`src/rtl/run_ctrl_pkg.sv`:
```
// Shared state encoding and default widths for the processor run controller.
package run_ctrl_pkg;

   typedef enum logic [1:0] {
      ST_HALT = 2'b00,
      ST_RUN  = 2'b01,
      ST_STEP = 2'b10,
      ST_DONE = 2'b11
   } run_state_t;

   localparam int CNT_W_DEFAULT = 16;

endpackage

```
`src/rtl/sync_edge.sv`:
```
// Two-flop synchronizer for an asynchronous board input, with a registered
// rising-edge detect on the synchronized level.
module sync_edge (
   input  logic clock,
   input  logic resetn,
   input  logic din,
   output logic level,
   output logic rise
);

   logic meta_p0;
   logic sync_p1;
   logic prev_p2;

   always_ff @(posedge clock or negedge resetn) begin
      if (!resetn) begin
         meta_p0 <= 1'b0;
         sync_p1 <= 1'b0;
         prev_p2 <= 1'b0;
      end else begin
         meta_p0 <= din;
         sync_p1 <= meta_p0;
         prev_p2 <= sync_p1;
      end
   end

   assign level = sync_p1;
   assign rise  = sync_p1 & ~prev_p2;

endmodule

```
`src/rtl/run_controller.sv`:
```
// Execution controller: gates the multicycle datapath through cpu_en to give
// free-run, single-step, halt-request and PC-breakpoint modes, plus counters.
module run_controller
   import run_ctrl_pkg::*;
#(
   parameter int PC_W  = 8,
   parameter int CNT_W = CNT_W_DEFAULT
) (
   input  logic             clock,
   input  logic             resetn,
   input  logic             run_req,
   input  logic             step_req,
   input  logic             halt_req,
   input  logic             bp_en,
   input  logic [PC_W-1:0]  bp_addr,
   input  logic [PC_W-1:0]  pc,
   input  logic             ir_load,
   input  logic             stop,
   output logic             cpu_en,
   output logic [1:0]       state,
   output logic             bp_hit,
   output logic [CNT_W-1:0] cycle_count,
   output logic [CNT_W-1:0] instr_count
);

   localparam logic [CNT_W-1:0] CNT_ONE = {{(CNT_W-1){1'b0}}, 1'b1};

   function automatic logic [CNT_W-1:0] sat_inc(input logic [CNT_W-1:0] v);
      return (&v) ? v : v + CNT_ONE;
   endfunction

   run_state_t state_q;
   logic       first;
   logic       halt_pend;
   logic       bp_hit_q;
   logic       run_sync;
   logic       run_rise_unused;
   logic       step_sync_unused;
   logic       step_edge;
   logic       bp_match;
   logic       boundary;
   logic       pend_any;
   logic       running;
   logic       halt_now;

   sync_edge u_run_sync (
      .clock  (clock),
      .resetn (resetn),
      .din    (run_req),
      .level  (run_sync),
      .rise   (run_rise_unused)
   );

   sync_edge u_step_sync (
      .clock  (clock),
      .resetn (resetn),
      .din    (step_req),
      .level  (step_sync_unused),
      .rise   (step_edge)
   );

   // The first enabled cycle after leaving HALT never halts, so resuming on a
   // breakpointed PC still fetches that instruction.
   assign bp_match = bp_en & (pc == bp_addr);
   assign boundary = ir_load & ~first;
   assign pend_any = halt_pend | halt_req;
   assign running  = (state_q == ST_RUN) | (state_q == ST_STEP);

   always_comb begin
      halt_now = 1'b0;
      case (state_q)
         ST_RUN:  halt_now = boundary & (pend_any | ~run_sync | bp_match);
         ST_STEP: halt_now = boundary;
         default: halt_now = 1'b0;
      endcase
   end

   assign cpu_en = running & ~halt_now;
   assign state  = state_q;
   assign bp_hit = bp_hit_q;

   always_ff @(posedge clock or negedge resetn) begin
      if (!resetn) begin
         state_q   <= ST_HALT;
         first     <= 1'b0;
         halt_pend <= 1'b0;
         bp_hit_q  <= 1'b0;
      end else begin
         case (state_q)
            ST_HALT: begin
               if (run_sync) begin
                  state_q   <= ST_RUN;
                  first     <= 1'b1;
                  halt_pend <= 1'b0;
                  bp_hit_q  <= 1'b0;
               end else if (step_edge) begin
                  state_q   <= ST_STEP;
                  first     <= 1'b1;
                  halt_pend <= 1'b0;
                  bp_hit_q  <= 1'b0;
               end
            end
            ST_RUN, ST_STEP: begin
               if (cpu_en) first <= 1'b0;
               if (halt_req) halt_pend <= 1'b1;
               if (cpu_en & stop) begin
                  state_q <= ST_DONE;
               end else if (halt_now) begin
                  state_q <= ST_HALT;
                  if (bp_match) bp_hit_q <= 1'b1;
               end
            end
            ST_DONE: begin
            end
            default: state_q <= ST_HALT;
         endcase
      end
   end

   always_ff @(posedge clock or negedge resetn) begin
      if (!resetn) begin
         cycle_count <= '0;
         instr_count <= '0;
      end else if (cpu_en) begin
         cycle_count <= sat_inc(cycle_count);
         if (ir_load) instr_count <= sat_inc(instr_count);
      end
   end

endmodule

```
`config.mk`:
```
export PLATFORM = sky130hd
export DESIGN_NAME = run_controller
export DESIGN_NICKNAME = d
export VERILOG_FILES = /design/src/rtl/run_ctrl_pkg.sv /design/src/rtl/sync_edge.sv /design/src/rtl/run_controller.sv
export SDC_FILE = /design/constraint.sdc
export NUM_CORES = 1
export LEC_CHECK = 0
export ABC_AREA = 1
export ABC_CLOCK_PERIOD_IN_PS = 2100
export BUFFER_PORTS_ARGS = -buffer_cell sky130_fd_sc_hd__buf_4
export CORE_UTILIZATION = 54
export DETAILED_ROUTE_END_ITERATION = 8
export HOLD_SLACK_MARGIN = 0.06
export PLACE_DENSITY_LB_ADDON = 0.15
export SETUP_SLACK_MARGIN = 0.1
export SLEW_MARGIN = 30
export SYNTH_ARGS = -nofsm -noshare
export SYNTH_HDL_FRONTEND = slang
export SYNTH_SLANG_ARGS = --single-unit
export TNS_END_PERCENT = 20
```
`constraint.sdc`:
```
create_clock -name clock -period 2.1 [get_ports clock]
set_clock_uncertainty 0.05 [all_clocks]
set_input_delay 0.42 -clock clock [delete_from_list [all_inputs] [get_ports clock]]
set_output_delay 0.42 -clock clock [all_outputs]
set_load 0.01 [all_outputs]
```
After elaboration in Yosys (flattened, before gate mapping)

Index checks and enable logic that the tools add are counted.

Output and inout port bits: 36
Bits of input ports: 24
Logic and storage cells: 68
Register bits: 42

Eq/ne operators: 10
Reduce and logical (&&, ||, !) cells: 11
Bitwise logic cells: 16
$add $sub $neg: 2
Mux-type cells: 18

Operators by type and width:

| cell                                           | number |
|---|---|
| adder 16 x 1 -> 16 bit (second input constant) | 2 |
| AND reduction 16 bit                           | 2 |
| AND reduction 3 bit                            | 4 |
| != test 2 bit (second input constant)          | 5 |
| two-way mux 1 bit                              | 9 |
| == test 8 bit                                  | 1 |
| two-way mux 2 bit                              | 4 |
| case mux 1 bit (2 select lines)                | 4 |
| bitwise AND 1 bit                              | 6 |
| NOT 1 bit                                      | 6 |
| AND reduction 5 bit                            | 1 |
| OR 1 bit                                       | 4 |
| case mux 2 bit (2 select lines)                | 1 |
| != test 3 x 2 -> 1 bit (second input constant) | 1 |
| != test 3 bit (second input constant)          | 1 |
| == test 2 x 1 -> 1 bit (second input constant) | 1 |
| == test 2 bit (second input constant)          | 1 |
| logical NOT 2 bit                              | 1 |
| AND reduction 2 bit                            | 1 |
| nonzero test 2 bit                             | 1 |
| OR reduction 2 bit                             | 1 |

Depth between registers and ports, before layout

Gate-level depths: netlist (run 1).

Depth after elaboration: 10
Mapped depth: 14

By module

A second synthesis (run 1) with hierarchy kept.

Cell total of the unflattened synthesis: 346
Area total of the unflattened synthesis: 2,630.0 um^2

By module, submodules not included:

| module         | seq. area each (um^2) | cells each | area an instance (um^2) | instances |
|---|---|---|---|---|
| run_controller | 925.9                 | 336        | 2,459.9                 | 1 |
| sync_edge      | 75.1                  | 5          | 85.1                    | 2 |

Worst setup path after synthesis (run 1)

Ideal clock, no wire load.

Kind: register to register
From: register state_q[0] (netlist: state[0])
To: register bp_hit_q (netlist: bp_hit)
Library setup time: 0.117 ns
Path slack: 0.299 ns
Period minus slack after synthesis: 1.801 ns
Stages on the path, launching flop included: 10
Arrival: 1.634 ns
Path through: dfrtp_1 -> inv_1 -> ha_1 -> inv_2 -> a21oi_1 -> inv_2 -> nor2_1 -> o21ai_1 -> nand2_1 -> nand2_1

Elaborated cells between the ends (all ways): 16

RTL lines:

| element                                                        | RTL line              | RTL |
|---|---|---|
| from (decl)                                                    | run_controller.sv:32  | `run_state_t state_q;` |
| from (signal assigned)                                         | run_controller.sv:84  | `state_q <= ST_HALT;` |
| from (signal assigned)                                         | run_controller.sv:92  | `state_q <= ST_RUN;` |
| from (signal assigned)                                         | run_controller.sv:97  | `state_q <= ST_STEP;` |
| == test 2 x 1 -> 1 bit / == test 2 bit (equally long branches) | run_controller.sv:67  | `assign running = (state_q == ST_RUN) \| (state_q == ST_STEP);` |
| OR 1 bit *                                                     | run_controller.sv:67  |  |
| via running                                                    | run_controller.sv:43  | `logic running;` |
| bitwise AND 1 bit *                                            | run_controller.sv:78  | `assign cpu_en = running & ~halt_now;` |
| bitwise AND 1 bit *                                            | run_controller.sv:106 | `if (cpu_en & stop) begin` |
| != test 2 bit (no line) *                                      | --                    |  |
| AND reduction 5 bit (no line) *                                | --                    |  |
| to (signal assigned)                                           | run_controller.sv:87  | `bp_hit_q <= 1'b0;` |
| to (signal assigned)                                           | run_controller.sv:95  | `bp_hit_q <= 1'b0;` |
| to (signal assigned)                                           | run_controller.sv:110 | `if (bp_match) bp_hit_q <= 1'b1;` |
| to (decl)                                                      | run_controller.sv:35  | `logic bp_hit_q;` |

The timed path passes the listed nets; every way through them passes the cells marked *.
A chain may end at the register's enable or synchronous reset.

Worst setup path in the final report (run 1)

From: register state_q[0] (netlist: state[0])
To: output cpu_en

Longest elaborated chain between the ends: 4
Elaborated cells between the ends (all ways): 6

Ends and longest elaborated chain:

| element                                                        | RTL line                                   | RTL |
|---|---|---|
| == test 2 bit / == test 2 x 1 -> 1 bit (equally long branches) | run_controller.sv:67, run_controller.sv:71 |  |
| case mux 1 bit (2 select lines)                                | run_controller.sv:71                       | `case (state_q)` |
| NOT 1 bit                                                      | run_controller.sv:78                       |  |
| bitwise AND 1 bit *                                            | run_controller.sv:78                       |  |
| to (decl)                                                      | run_controller.sv:19                       | `output logic cpu_en,` |

Every way passes the cells marked *; elsewhere a longest branch is shown, timed or not.

==> reports/metrics.csv, run 1 <==
metric;value;unit
status;complete, no violations;
rrSetupSlack;0.28;ns
clock_path_buffers;2;
dp_hpwl;3951;µm
synthCells;339;
cts_buffers;5;
critPathLaunch;state[0];
hp-class;in2reg;
yosysMostFrequentCell;nand2_1;
syn_area;2562;µm²
holdPathStages;1;
hold_viol;0;
ys_warn_count;0;
grt_max_degree;43;
worstPathRequired;1.63;ns
worst-slew-pin-transition;0.5237;ns
syn_nets;368;
power.leakage;1.645;nW
rsz0062_at_grt;true;
yosys.area.top_type;dfrtp_1;
fmax;522.2;MHz
vias_per_cell;5.188;
die_h;70.89;µm
synth.distinct_cells;30;
synth_area_leaders;dfrtp_1 (41%), nand2_1 (16%), nand3_1 (7.4%);
wire_per_inst;12.48;µm
clkTransAtPathRegs;0.08;ns
ctsHtreeMaxLevel;2;
antenna_left;0;
worstHoldStart;step_req;
cts_sinks;42;
nets;438;
period_share;0.9119;
finalCriticalPeriod;1.915;ns
initial_utilization;0.5766;
synth-edff-count;0;
slew-limit-headroom;0.6509;
grt_pass1_vias;2188;
synth_commonest_cells;nand2_1 (112), dfrtp_1 (42), nand3_1 (38);
synth-seq-cells;42;
setup.worst_path.start_class;flip-flop;
drtPass1Iterations;6;
path_cells;inv_1 -> ha_1 -> nand2_2 -> nand3_4 -> inv_2 -> buf_6;
reg2reg_to;instr_count[15];
finish.utilization;0.7379;
hold_end;u_step_sync.meta_p0;
diodes;0;
numPortBuffers;59;
critical_path.top_delay_family;flip-flops;
rows;24;
grt_usage;0.2371;
worstPathMaxFanout;5;
setup_viol;0;
cts_tree;built;
avgSynthCellArea;7.559;µm²
core-area;4444;µm²
synthArstFlopShare;1.000;
r2r-start;instr_count[0];
drc_errors;0;
place_congestion;0.9602;
die_w;70.89;µm
critPathKind;reg2out;
insertion_delay;0.29;ns
antenna_found_initial;0;
pre_cts_slack;0.1490;ns
cts.root.buffer_cell;clkbuf_8;
layout-drive-gt1-share;0.2366;
reg2regPathDepth;10;
wl;5766;µm
vias;2397;
maxCapViolCount;0;
ys_seq_area_frac;0.4102;
peakVddDrop;0.7399;mV
areaGrowthSynthToFinish;27.98;%
powerDensity;1067;nW/µm²
fin_ws;0.1850;ns
grt_pass1_wl;9515;µm
critPathBufInv;3;
ys.flop_type;dfrtp_1;
drt_iter0_markers;171;
crit_arrival;1.45;ns
cpMaxStageDelayCell;dfrtp_1;
critical-path-max-stage-delay;0.41;ns
die-area;5025;µm²
ioPinCount;60;
grt.overflow.total;0;
end_kind;primary output;
slew_viol_final;0;
setup_tns;0;ns
synth_top_area_share;0.4102;
==> worst register-to-register path, cell delays in order, from the launching register on <==
cell	delay (ns)
dfrtp_1	0.43
ha_1	0.26
nand2_1	0.09
nor2_2	0.04
nand4_1	0.11
nor2_1	0.06
a21oi_1	0.16
nand4_1	0.18
buf_12	0.20
nand2_1	0.07
o21ai_1	0.06
==> final cells by class <==
class                           instances  area (µm²)
Sequential cell                        42        1051
Inverter                               40       150.1
Multi-Input combinational cell        249        1344
Clock buffer                            8       110.1
Tap cell                               52       65.06
Timing Repair Buffer                   71       559.3
Fill cell                             327        1165
==> metrics by stage <==
step / std cells / power [W] / area, µm² / hold WS [ns]
global placement: 450 / 0.002639 / 3080 / 0.2829
global route: 462 / 0.003741 / 3279 / 0.1573
finish: 462 / 0.003498 / 3279 / 0.1767
floorplan: 339 / 0.002197 / 2562 / 0.07441
CTS: 459 / 0.003297 / 3203 / 0.1678
detailed placement: 450 / 0.002666 / 3080 / 0.2911
==> per-layer routing <==
layer,vias up,GRT usage,share of wire
li1,1205,-,-
met4,0,0.08222,0.016
met2,54,0.4124,0.50
met5,-,0,0
met3,10,0.04701,0.042
met1,1128,0.2951,0.45
==> worst max path at each step <==
stage,to,cells past startpoint
2_1_floorplan,bp_hit,9
3_3_place_gp,cpu_en,11
3_5_place_dp,cpu_en,11
4_1_cts,cpu_en,5
5_1_grt,cycle_count[15],10
6_report,cpu_en,6
==> sequential cells by signal (all words and copies together), names as in the netlist <==
register / cells
bp_hit: 1
cycle_count: 16
first: 1
halt_pend: 1
instr_count: 16
state: 2
u_run_sync.level: 1
u_run_sync.meta_p0: 1
u_step_sync.level: 1
u_step_sync.meta_p0: 1
u_step_sync.prev_p2: 1
==> power by group <==
group          internal, W  switching, W
Clock             0.000332      0.000279
Combinational     0.000765       0.00102
Sequential        0.000947      0.000150
Total              0.00204       0.00145
==> cells by family (layout without fill, tap and decap cells) <==
group	Yosys count	after routing	synth area share
compound gates	15	15	0.03125
xor+xnor	30	30	0.1025
fa+ha+maj	5	5	0.02441
buf+inv	48	119	0.08301
flops	42	42	0.4102
simple gates	199	199	0.3486
==> cells in the final DEF, fill, tap and decap left out, types with 2 or more instances in the layout <==
master    instances
nand2_1         110
buf_4            67
dfrtp_1          42
nand3_1          38
inv_1            35
nor2_1           21
xnor2_1          16
xor2_1           14
clkbuf_8          8
nor3_1            7
o21ai_1           6
inv_2             5
nand4_1           4
o21ai_0           4
nand2_2           3
a21oi_1           3
nand3b_1          3
ha_1              3
nand3_4           2
nor2_2            2
nand4_2           2
ha_4              2
==> repair_timing <==
| item | 4_1_cts | 5_1_grt |
|---|---|---|
| resized for setup | 1 | 10 |
| hold buffers | 1 | 0 |
| pin swaps | 0 | 5 |
| endpoints found under the setup margin | 1 | 17 |
| setup buffers | 0 | 3 |
| cloned | 0 | 0 |
| endpoints found under the hold margin | 1 | 0 |
Power figures use the tool's default switching activity.
==> inputs of run 2 (changes only) <==
Settings changed: CORE_UTILIZATION 54 to 55, CTS_BUF_LIST set to sky130_fd_sc_hd__clkbuf_2.
==> run 2 against run 1 <==
  * Routed wire length grew 3.3%
  * First-iteration DRC count is 5.8% lower
  * Non-clock buffer count rose by 10
  * Final area is 0.42% higher
  * Final cell count grew 2.2%
  * Clock-buffer cell count is 2 lower
  * Combinational power is 7% higher
  * Die area shrank 1.8%
  * Worst hold slack better by 0.031 ns
  * Clock power decreased by 43%
  * Fmax down 4.1%
  * Critical path depth is 1 lower
  * Critical endpoint unchanged
==> reports/metrics.csv, run 2 (synthesis results as in run 1) <==
metric;value;unit
final-seq-area;1054;µm²
setup_tns;0;ns
numPortBuffers;59;
worst-slew-pin-transition;0.5289;ns
grt_max_degree;43;
reg2reg_to;instr_count[15];
core-area;4414;µm²
fmax;500.8;MHz
antenna_left;0;
setup.worst_path.start_class;flip-flop;
hp-class;in2reg;
critical_path.top_delay_family;flip-flops;
powerDensity;1027;nW/µm²
wire_per_inst;12.62;µm
fin_area;3293;µm²
grt_pass1_vias;2278;
cts_tree;built;
cpMaxStageDelayCell;dfrtp_1;
grt.overflow.total;0;
rsz0062_at_grt;true;
critPathBufInv;3;
place_congestion;0.9097;
rrSetupSlack;0.20;ns
critPathKind;reg2out;
drc_errors;0;
die-area;4936;µm²
crit_path_end;cpu_en;
vias;2444;
cts.root.buffer_cell;clkbuf_2;
critical-path-max-stage-delay;0.48;ns
status;complete, no violations;
critPathLaunch;state[0];
diodes;0;
peakVddDrop;0.8386;mV
slew-limit-headroom;0.6474;
power.leakage;1.656;nW
path_cells;inv_2 -> ha_4 -> nand3_4 -> inv_2 -> buf_6;
antenna_found_initial;0;
slew_viol_final;0;
wl;5955;µm
drt_iter0_markers;161;
crit_cells;5;
areaGrowthSynthToFinish;28.52;%
drtPass1Iterations;4;
cts_buffers;5;
worstPathRequired;1.63;ns
reg2regPathDepth;10;
ctsHtreeMaxLevel;2;
period_share;0.9509;
multi_input_area;1356;µm²
initial_utilization;0.5805;
dp_hpwl;4121;µm
cpMostUsedCell;inv_2;
hold_viol;0;
worstPathMaxFanout;3;
end_kind;primary output;
fin_ws;0.1031;ns
vias_per_cell;5.178;
rows;24;
layout-drive-gt1-share;0.2643;
finish.utilization;0.7460;
cts_sinks;42;
ioPinCount;60;
clock_path_buffers;2;
die_w;70.26;µm
setup_viol;0;
nets;448;
die_h;70.26;µm
maxCapViolCount;0;
r2r-start;instr_count[1];
pre_cts_slack;0.1548;ns
layout_common_cells;nand2_1 (111), buf_4 (76), dfrtp_1 (40);
finalCriticalPeriod;1.997;ns
grt_usage;0.2552;
grt_pass1_wl;10010;µm
place_area;3068;µm²
fill_cells;358;
insertion_delay;0.42;ns
final_common_cell;nand2_1;
clkTransAtPathRegs;0.20;ns
crit_arrival;1.53;ns
[run 2: cell types whose count changed in the layout (fill, tap and decap cells not counted), sizes merged]
cell,before,now
clkinv,0,2
dlygate4sd3,1,3
clkbuf,8,6
buf,70,78
[run 2: worst reg2reg max path, cell delays in order, from the launching register on]
cell and delay, ns:
dfrtp_1 0.46, ha_1 0.23, nand2_1 0.08, nor2_2 0.11, nand4_1 0.15, nor2_1 0.17
a21oi_1 0.11, nand4_1 0.10, buf_4 0.24, nand2_1 0.09, o21ai_1 0.08
[run 2: per-stage QoR]
step	hold slack (ns)	total power, W	std cells
floorplan	0.07441	0.002197	339
global placement	0.2813	0.002596	450
detailed placement	0.2847	0.002649	450
CTS	0.1954	0.003083	465
global route	0.1665	0.003649	472
finish	0.2080	0.003382	472
[run 2: worst min path at each step]
| stage | start | to | slack, ns | depth (start not counted) |
|---|---|---|---|---|
| floorplan | resetn | bp_hit | 0.07 | 0 |
| global placement | u_run_sync.meta_p0 | u_run_sync.level | 0.28 | 0 |
| detailed placement | u_run_sync.meta_p0 | u_run_sync.level | 0.28 | 0 |
| CTS | halt_req | halt_pend | 0.20 | 3 |
| global route | halt_req | halt_pend | 0.17 | 3 |
| finish | halt_req | halt_pend | 0.21 | 3 |
[run 2: area by class of cell]
cell class / instances / share of cell area
Multi-Input combinational cell: 249 / 0.4119
Tap cell: 52 / 0.01976
Clock buffer: 6 / 0.009119
Inverter: 40 / 0.04635
Sequential cell: 42 / 0.3199
Clock inverter: 2 / 0.002660
Timing Repair Buffer: 81 / 0.1903
[run 2: where the power goes]
group | leakage, nW | switching, W | internal, W
clock | 0.0304 | 0.000266 | 0.0000818
combinational | 1.07 | 0.00107 | 0.000853
sequential | 0.553 | 0.000160 | 0.000951
[run 2: metal layers]
layer  share of wire  GRT usage
met1            0.42     0.3145
met2            0.50     0.4286
met3           0.046    0.05195
met4           0.027     0.1156
met5               0          0
[run 2: timing repair]
action                                 in CTS  in global routing
hold buffers                                3                  0
setup endpoints to repair                   1                 23
endpoints found under the hold margin      44                  0
buffers inserted                            4                  7
gates resized for setup                     4                 15
pin swaps                                   2                  4
==> inputs of run 3 (changes only) <==
Settings changed: ABC_AREA 1 to not set, CORE_ASPECT_RATIO set to 1.4, CORE_UTILIZATION 55 to 54, CTS_CLUSTER_DIAMETER set to 200.
==> run 3 against run 2 <==
  * Final cell count fell by 26%
  * Register-to-register slack got worse by 0.21 ns
  * Final area fell by 2.4%
  * Global-route usage fell by 0.057 points
  * Die area fell by 12%
  * Total power fell by 1.9%
  * Setup slack got worse by 0.36 ns
  * The flow now finishes with violations (negative setup slack)
  * Clock-buffer cell count did not move
  * Utilization rose by 7.4 points
  * Critical path depth rose by 2
==> reports/metrics.csv, run 3 <==
metric;value;unit
hold_viol;0;
core-area;3919;µm²
insertion_delay;0.42;ns
multi_input_area;1256;µm²
grt_pass1_wl;8742;µm
grt_max_degree;43;
worstPathRequired;1.63;ns
clock_path_buffers;2;
finalCriticalPeriod;2.353;ns
fin_ws;-0.2530;ns
grt_usage;0.2547;
cts_buffers;5;
drt_iter0_markers;106;
worstPathMaxFanout;3;
intPower;0.001968;W
cts_tree;built;
synth_commonest_cells;dfrtp_1 (42), xnor2_1 (27), nand4_1 (18);
power.leakage;1.466;nW
initial_utilization;0.5607;
synthCells;214;
rrSetupSlack;-0.01;ns
drtPass1Iterations;4;
status;finished with violations;
reg2regPathDepth;10;
wl_met1;2214;µm
period_share;1.120;
diodes;0;
yosysMostFrequentCell;dfrtp_1;
ys.flop_type;dfrtp_1;
critPathKind;reg2out;
p_seq_frac;0.344;
ctsHtreeMaxLevel;2;
wl_met3;245;µm
synth-seq-cells;42;
grt.overflow.total;0;
hp-class;in2reg;
synth.distinct_cells;34;
ys_warn_count;0;
syn_area;2197;µm²
crit_arrival;1.88;ns
yosys.area.top_type;dfrtp_1;
swShare;0.4065;
synth-edff-count;0;
areaGrowthSynthToFinish;46.24;%
synth_area_leaders;dfrtp_1 (48%), xnor2_1 (11%), nand4_1 (5.1%);
p_total;0.003317;W
fill_cells;256;
maxCapViolCount;0;
violations;negative setup slack;
peakVddDrop;1.043;mV
drc_errors;0;
synth_top_area_share;0.4784;
netSwitchingPower;0.001348;W
antenna_found_initial;0;
syn_nets;243;
routed.top_layer;met4;
nets;337;
final-seq-area;1052;µm²
ioPinCount;60;
rsz0062_at_grt;true;
die-area;4332;µm²
cts_sinks;42;
vias;2032;
place_congestion;0.8744;
die_h;77.48;µm
synthArstFlopShare;1.000;
route.met2.wl;3084;µm
cts.root.buffer_cell;clkbuf_2;
worst-slew-pin-transition;0.5274;ns
dp_hpwl;3719;µm
antenna_left;0;
finish.utilization;0.8199;
wire_per_inst;16.30;µm
fmax;425.0;MHz
holdPathStages;3;
grt_pass1_vias;2000;
slew-limit-headroom;0.6484;
setup_viol;3;
clkTransAtPathRegs;0.19;ns
power_frac_comb;0.552;
powerDensity;1032;nW/µm²
layout-drive-gt1-share;0.4253;
avgSynthCellArea;10.27;µm²
rows;27;
setup.worst_path.start_class;flip-flop;
numPortBuffers;59;
wl;5722;µm
end_kind;primary output;
p_clk_frac;0.104;
ys_seq_area_frac;0.4784;
die_w;55.91;µm
final_common_cell;buf_4;
layout_common_cells;buf_4 (80), dfrtp_1 (41), xnor2_1 (27);
slew_viol_final;0;
vias_per_cell;5.789;
run 3: cell families after synthesis:
family,Yosys count,synth area share
compound gates,14,0.04727
fa+ha+maj,5,0.02847
xor+xnor,35,0.1395
buf+inv,16,0.02734
mux,2,0.01025
simple gates,100,0.2688
flops,42,0.4784
run 3: path summary, 6_finish.rpt:
kind / from / end
max: state[1] / cpu_en
min: halt_req / halt_pend
max reg2reg: state[1] / cycle_count[1]
min reg2reg: u_step_sync.meta_p0 / u_step_sync.level
max in group asynchronous: resetn / instr_count[3]
min in group asynchronous: resetn / instr_count[14]
run 3: routing by layer:
layer  up-vias  GRT usage
met5         -          0
met1       995     0.2746
met2        64     0.4783
li1        954          -
met4         0     0.1146
met3        19    0.04333
run 3: timing repair:
item                       in CTS  in global routing
hold endpoints to repair       44                  0
hold buffers                    3                  0
pin swaps                       5                 29
gates resized for setup        20                 24
gates cloned                    0                  2
setup endpoints to repair      11                 26
buffers inserted                5                  7
run 3: power by group through the flow:
stage,Combinational (W),Sequential [W],Clock (W)
after CTS,0.00159,0.00114,0.000348
after global routing,0.00197,0.00117,0.000375
final,0.00183,0.00114,0.000343
after global placement,0.00140,0.00115,0
after floorplan,0.000753,0.00119,0
after detailed placement,0.00144,0.00116,0
run 3: cell type report:
| class | count | area share |
|---|---|---|
| Clock buffer | 6 | 0.009346 |
| Clock inverter | 1 | 0.002336 |
| Inverter | 11 | 0.01285 |
| Multi-Input combinational cell | 156 | 0.3910 |
| Sequential cell | 42 | 0.3275 |
| Tap cell | 43 | 0.01674 |
| Timing Repair Buffer | 92 | 0.2403 |
run 3: metrics by stage:
stage	hold slack [ns]	TNS (ns)	worst slack (ns)	cells	cell area, µm²
finish	0.2444	-0.2689	-0.2530	351	3213
global route	0.2262	-2.574	-0.3911	351	3213
detailed placement	0.2903	-0.008316	-0.008316	327	2811
global placement	0.2832	0	0.04651	327	2811
CTS	0.2438	-0.2743	-0.2743	342	3004
floorplan	0.07441	0	0.06670	214	2217
run 3: worst max-delay path: stages, from the launching register on:
cell and delay [ns]:
dfrtp_1 0.48, inv_2 0.10, ha_4 0.14, inv_2 0.03, nor4_2 0.23, nand4_1 0.19, and2_4 0.20, buf_6 0.11
